--- src/rtl/rca2_slice_sequencer.sv ---
// Drives one WIDTH-bit addition through an external 2-bit ripple-carry slice adder,
// one slice per cycle LSB first, and returns the assembled sum on a valid/ready channel.
module rca2_slice_sequencer #(
    parameter int WIDTH = 8
) (
    input  logic             clk,
    input  logic             rst_n,
    input  logic             in_valid,
    output logic             in_ready,
    input  logic [WIDTH-1:0] in_a,
    input  logic [WIDTH-1:0] in_b,
    input  logic             in_cin,
    output logic [1:0]       slice_a,
    output logic [1:0]       slice_b,
    output logic             slice_cin,
    input  logic [1:0]       slice_sum,
    input  logic             slice_cout,
    output logic             out_valid,
    input  logic             out_ready,
    output logic [WIDTH-1:0] out_sum,
    output logic             out_cout,
    output logic             busy
);

    localparam int SLICES = WIDTH / 2;
    localparam int IDX_W  = (SLICES > 1) ? $clog2(SLICES) : 1;
    localparam logic [IDX_W-1:0] LAST_IDX = IDX_W'(SLICES - 1);

    typedef enum logic [1:0] {
        S_IDLE,
        S_RUN,
        S_DONE
    } state_t;

    state_t           state_q, state_d;
    logic [IDX_W-1:0] idx_q, idx_d;
    logic             carry_q, carry_d;
    logic [WIDTH-1:0] a_q, a_d;
    logic [WIDTH-1:0] b_q, b_d;
    logic [WIDTH-1:0] sum_q, sum_d;

    always_comb begin
        state_d = state_q;
        idx_d   = idx_q;
        carry_d = carry_q;
        a_d     = a_q;
        b_d     = b_q;
        sum_d   = sum_q;
        case (state_q)
            S_IDLE: begin
                if (in_valid) begin
                    a_d     = in_a;
                    b_d     = in_b;
                    carry_d = in_cin;
                    idx_d   = '0;
                    sum_d   = '0;
                    state_d = S_RUN;
                end
            end
            S_RUN: begin
                for (int i = 0; i < SLICES; i++) begin
                    if (idx_q == IDX_W'(i)) sum_d[2*i +: 2] = slice_sum;
                end
                carry_d = slice_cout;
                if (idx_q == LAST_IDX) begin
                    idx_d   = '0;
                    state_d = S_DONE;
                end else begin
                    idx_d = idx_q + IDX_W'(1);
                end
            end
            S_DONE: begin
                if (out_ready) state_d = S_IDLE;
            end
            default: state_d = S_IDLE;
        endcase
    end

    // Slice operands are only presented to the adder while a slice is in flight.
    always_comb begin
        slice_a   = '0;
        slice_b   = '0;
        slice_cin = 1'b0;
        if (state_q == S_RUN) begin
            slice_cin = carry_q;
            for (int i = 0; i < SLICES; i++) begin
                if (idx_q == IDX_W'(i)) begin
                    slice_a = a_q[2*i +: 2];
                    slice_b = b_q[2*i +: 2];
                end
            end
        end
    end

    always_ff @(posedge clk or negedge rst_n) begin
        if (!rst_n) begin
            state_q <= S_IDLE;
            idx_q   <= '0;
            carry_q <= 1'b0;
            a_q     <= '0;
            b_q     <= '0;
            sum_q   <= '0;
        end else begin
            state_q <= state_d;
            idx_q   <= idx_d;
            carry_q <= carry_d;
            a_q     <= a_d;
            b_q     <= b_d;
            sum_q   <= sum_d;
        end
    end

    // The final carry lives in carry_q, so out_cout holds the last result until the next accept.
    assign in_ready  = (state_q == S_IDLE);
    assign out_valid = (state_q == S_DONE);
    assign busy      = (state_q == S_RUN) || (state_q == S_DONE);
    assign out_sum   = sum_q;
    assign out_cout  = carry_q;

endmodule

--- config.mk ---
export PLATFORM = sky130hd
export DESIGN_NAME = rca2_slice_sequencer
export DESIGN_NICKNAME = d
export VERILOG_FILES = /design/src/rtl/rca2_slice_sequencer.sv
export SDC_FILE = /design/constraint.sdc
export NUM_CORES = 1
export LEC_CHECK = 0
export CORE_ASPECT_RATIO = 0.6
export CORE_UTILIZATION = 38
export CTS_CLUSTER_SIZE = 25
export DETAILED_ROUTE_END_ITERATION = 8
export GPL_TIMING_DRIVEN = 0
export PLACE_DENSITY = 0.7
export SLEW_MARGIN = 25
export SYNTH_ARGS = -nofsm -noshare
export SYNTH_HDL_FRONTEND = slang
export SYNTH_SLANG_ARGS = --single-unit
--- constraint.sdc ---
create_clock -name clk -period 2.05 [get_ports clk]
set_input_delay 0.205 -clock clk [delete_from_list [all_inputs] [get_ports clk]]
set_output_delay 0.205 -clock clk [all_outputs]
set_load 0.1 [all_outputs]
Yosys cells after proc, flatten, opt, wreduce, memory -nomap -nowiden:

Cells that the tools add are included.

* add/sub/neg operators: 1
* mux-type cells: 26
* reduce and logical (&&, ||, !) cells: 11
* equality and inequality tests: 11

Operator list (count)
* 2-bit 2-to-1 mux: 19
* 8-bit one-hot mux with 2 select lines: 1
* 3-bit AND reduction: 5
* 8-bit 2-to-1 mux: 1
* 2-bit equality test (second input constant): 3
* 2-bit by 1-bit != test with 1-bit output (second input constant): 3
* 2-bit != test (second input constant): 3
* 2-bit one-hot mux with 3 select lines: 1
* 2-bit by 1-bit equality test with 1-bit output (second input constant): 2
* 2-bit logical NOT: 2
* 2-bit one-hot mux with 2 select lines: 1
* 2-bit AND reduction: 2
* 2-bit by 1-bit adder with 2-bit output (second input constant): 1
* 1-bit 2-to-1 mux: 2
* 1-bit one-hot mux with 2 select lines: 1
* 2-bit nonzero test: 1
* 1-bit logical OR: 1

* register bits after elaboration: 29
* logic and storage cells: 58

Logic depth before layout (Yosys ltp):

* word-level depth: 6
* mapped depth: 6
* depth with buffers taken out: 5

Least setup slack after synthesis:

No wires, ideal clock.

* path kind: reg-to-output
* from: register idx_q[0]
* to: output port slice_a[0]
* cell stages (with the launch flop): 6
* required time: 1.845 ns
* arrival: 3.157 ns
* path slack: -1.312 ns
* cells stage by stage: dfrtp_1 ha_1 buf_2 nor2b_2 o21ai_0 o21ai_0

* longest elaborated chain between the ends: 6
* elaborated cells on any way between the ends: 9
* those cells by class: eq/ne (3); mux (5); reduce/logical (1)

RTL lines
* from (decl): RTL line 36 `logic [IDX_W-1:0] idx_q, idx_d;`
* from (signal assigned): RTL line 105 `idx_q <= idx_d;`
* 2-bit logical NOT: RTL line 87 `if (idx_q == IDX_W'(i)) begin`
* 2-bit 2-to-1 mux (3 in a row): RTL line 87
* 2-bit 2-to-1 mux *: RTL line 87
* 2-bit 2-to-1 mux *: RTL line 84 `if (state_q == S_RUN) begin`
* to (decl): RTL line 13 `output logic [1:0] slice_a,`

Every way passes the cells marked *; elsewhere a longest branch is shown, timed or not.

Worst setup path after layout:

* from: register idx_q[0]
* to: output port slice_a[1]

The elaborated chain is that of the path after synthesis.

==> results.tsv <==
metric	value	unit
status	finished, violations left	
violations	negative setup slack	
path_cells	ha_1, buf_4, nor2b_4, o21ai_1, o21ai_4, buf_12	
setup_viol	3	
yosysMostFrequentCell	dfrtp_1	
synth_area_leaders	dfrtp_1 48%, mux2_2 13%, ha_1 6.6%, nand2_1 4.5%, nand3_1 4.0%	
drtIter0Drc	119	
netlist.area_leader.share	48.13	%
cp.required	1.85	ns
fill_cells	292	
dp_hpwl	2649	µm
synth_nets	170	
tritoncts	done	
root_buffer	clkbuf_8	
rsz0062_at_grt	true	
io_pins	41	
rows	17	
overflow	0	
fin_ws	-0.01360	ns
yosysSeqAreaShare	48.13	%
seq_area	726.9	µm²
h-tree-depth	2	
fp.dieW	83.32	µm
n_antenna_cell	0	
cts_buffer_depth	2	
area_growth	51.62	%
maxSlewViolCount	0	
multiInputGateArea	874.6	µm²
wl_per_cell	16.30	µm
maxSlewHeadroom	33.98	%
ys_ff_latch	29	
timing.final.crit_share	100.7	%
drive_gt1_share	34.55	%
synth-async-reset-ratio	100.0	%
grt_pass1_wl	6334	µm
cts_buffers	5	
start_util	40.50	%
netlist_top_cells_count	29 x dfrtp_1, 18 x mux2_2, 18 x nand2_1	
final_util	61.41	%
core-area	3722	µm²
arrival	1.86	ns
cts.sink_count	29	
period_needed	2.064	ns
crit_type	reg2out	
clk_latency	0.29	ns
clock_skew	0.009442	ns
start_kind	flip-flop	
num_vias	1284	
worstMarginPinSlew	0.9872	ns
antenna_found_initial	0	
drtPass1Iterations	4	
finalHoldViolCount	0	
grt_max_degree	30	
synth_top_flop_cell	dfrtp_1	
path_clk_slew	0.07	ns
drv_cap	0	
ys_warn_count	0	
synth_edf_count	0	
synth_cells	138	
grt_pass1_vias	1351	
drtAntennaViolNets	0	
die_y	50.79	µm
fin_nets	223	
grt_usage	19.55	%
slowest_delay	0.46	ns
die-area	4232	µm²
end_kind	output port	
crit_path_top_delay_cell	dfrtp_2	
drc_errors	0	
synth_cell_type_count	24	
syn_area_per_cell	10.93	µm²
finalWeightedCongestion	0.7520	
syn_area	1508	µm²
buffer_ports.inserted	40	
synth_top_area_cell	dfrtp_1	
totalWireLength	3880	µm
hp-class	in2async	
via_per_inst	5.395	
cp_max_fo	9	
max_freq	0.4846	GHz
## layout by cell type (no fill, tap or decap), types with 3 or more instances in the layout
master,synthesis,final
clkdlybuf4s50_1,0,31
dfrtp_1,29,28
mux2_2,18,18
nand2_1,18,18
nand3_1,12,12
nand4_1,8,8
buf_4,0,7
nor2b_1,7,6
clkbuf_8,0,6
buf_12,0,4
inv_1,5,3
nor2b_4,1,3
o21ai_4,0,3
o21ai_2,0,3
ha_2,0,3
ha_1,8,3
## cell type report
type	instances	share of cell area, %
timing repair buffer	46	20.91
tap	47	2.573
sequential	29	31.80
clock buffer	7	3.777
inverter	5	0.8210
multi-input combinational	99	38.26
buffer	5	1.861
## layer usage
| metal | wire [µm] | part of all wire [%] | GRT usage (%) |
|---|---|---|---|
| met2 | 1772 | 46 | 31.97 |
| met4 | 79 | 2.0 | 8.333 |
| met1 | 1762 | 45 | 23.89 |
| met5 | 0 | 0 | 0 |
| met3 | 266 | 6.9 | 6.579 |
## repair_timing
action,4_1_cts,5_1_grt
hold buffers,1,0
resized for setup,58,26
gates cloned,0,0
endpoints found under the hold margin,29,0
pin swaps,1,2
setup endpoints to repair,8,7
buffers inserted,2,3
## metrics by stage
| stage | TNS, ns | cells | worst slack (ns) | instance area [µm²] | hold WS [ns] |
|---|---|---|---|---|---|
| finish | -0.04026 | 238 | -0.01360 | 2286 | 0.5060 |
| global route | -0.2476 | 238 | -0.06342 | 2286 | 0.5387 |
| CTS | -0.04635 | 235 | -0.02092 | 2186 | 0.5063 |
| detailed placement | -3.963 | 225 | -0.8169 | 2002 | 0.2787 |
| global placement | -3.625 | 225 | -0.7664 | 2007 | 0.4796 |
| floorplan | -0.05200 | 138 | -0.05200 | 1548 | -0.09059 |
## registers in the layout, indices dropped and copies added (netlist names)
register / count
a_q: 8
b_q: 8
idx_q: 2
out_cout: 1
out_sum: 8
state_q: 2
## critical path, delay by kind of cell, from the launching register on
kind | cells | cell delay, ns
buf+inv | 2 | 0.37
simple gates | 1 | 0.21
compound gates | 2 | 0.31
flops | 1 | 0.46
fa+ha+maj | 1 | 0.22
## worst paths after layout
check | start | end | cells past startpoint | slack (ns)
worst max-delay path | idx_q[0] | slice_a[1] | 6 | -0.01
worst min-delay path | rst_n | out_cout | 2 | 0.51
worst max register to register | idx_q[0] | state_q[0] | 7 | 0.11
worst min register to register | b_q[0] | b_q[0] | 1 | 0.51
max in group asynchronous | rst_n | idx_q[0] | 2 | 1.06
min in group clk | b_q[0] | b_q[0] | 1 | 0.51
## cell families after synthesis
family	count (synthesis)	share of synthesized area, %
AND/OR/NAND/NOR	52	18.67
flip-flops	29	48.13
multiplexers	21	15.44
AO/OA/AOI/OAI	18	7.884
buffers and inverters	10	3.236
adder cells (fa/ha/maj)	8	6.639
Power is not shown: default switching activity piles up to over one toggle a cycle in this logic, so the estimate is an artifact.
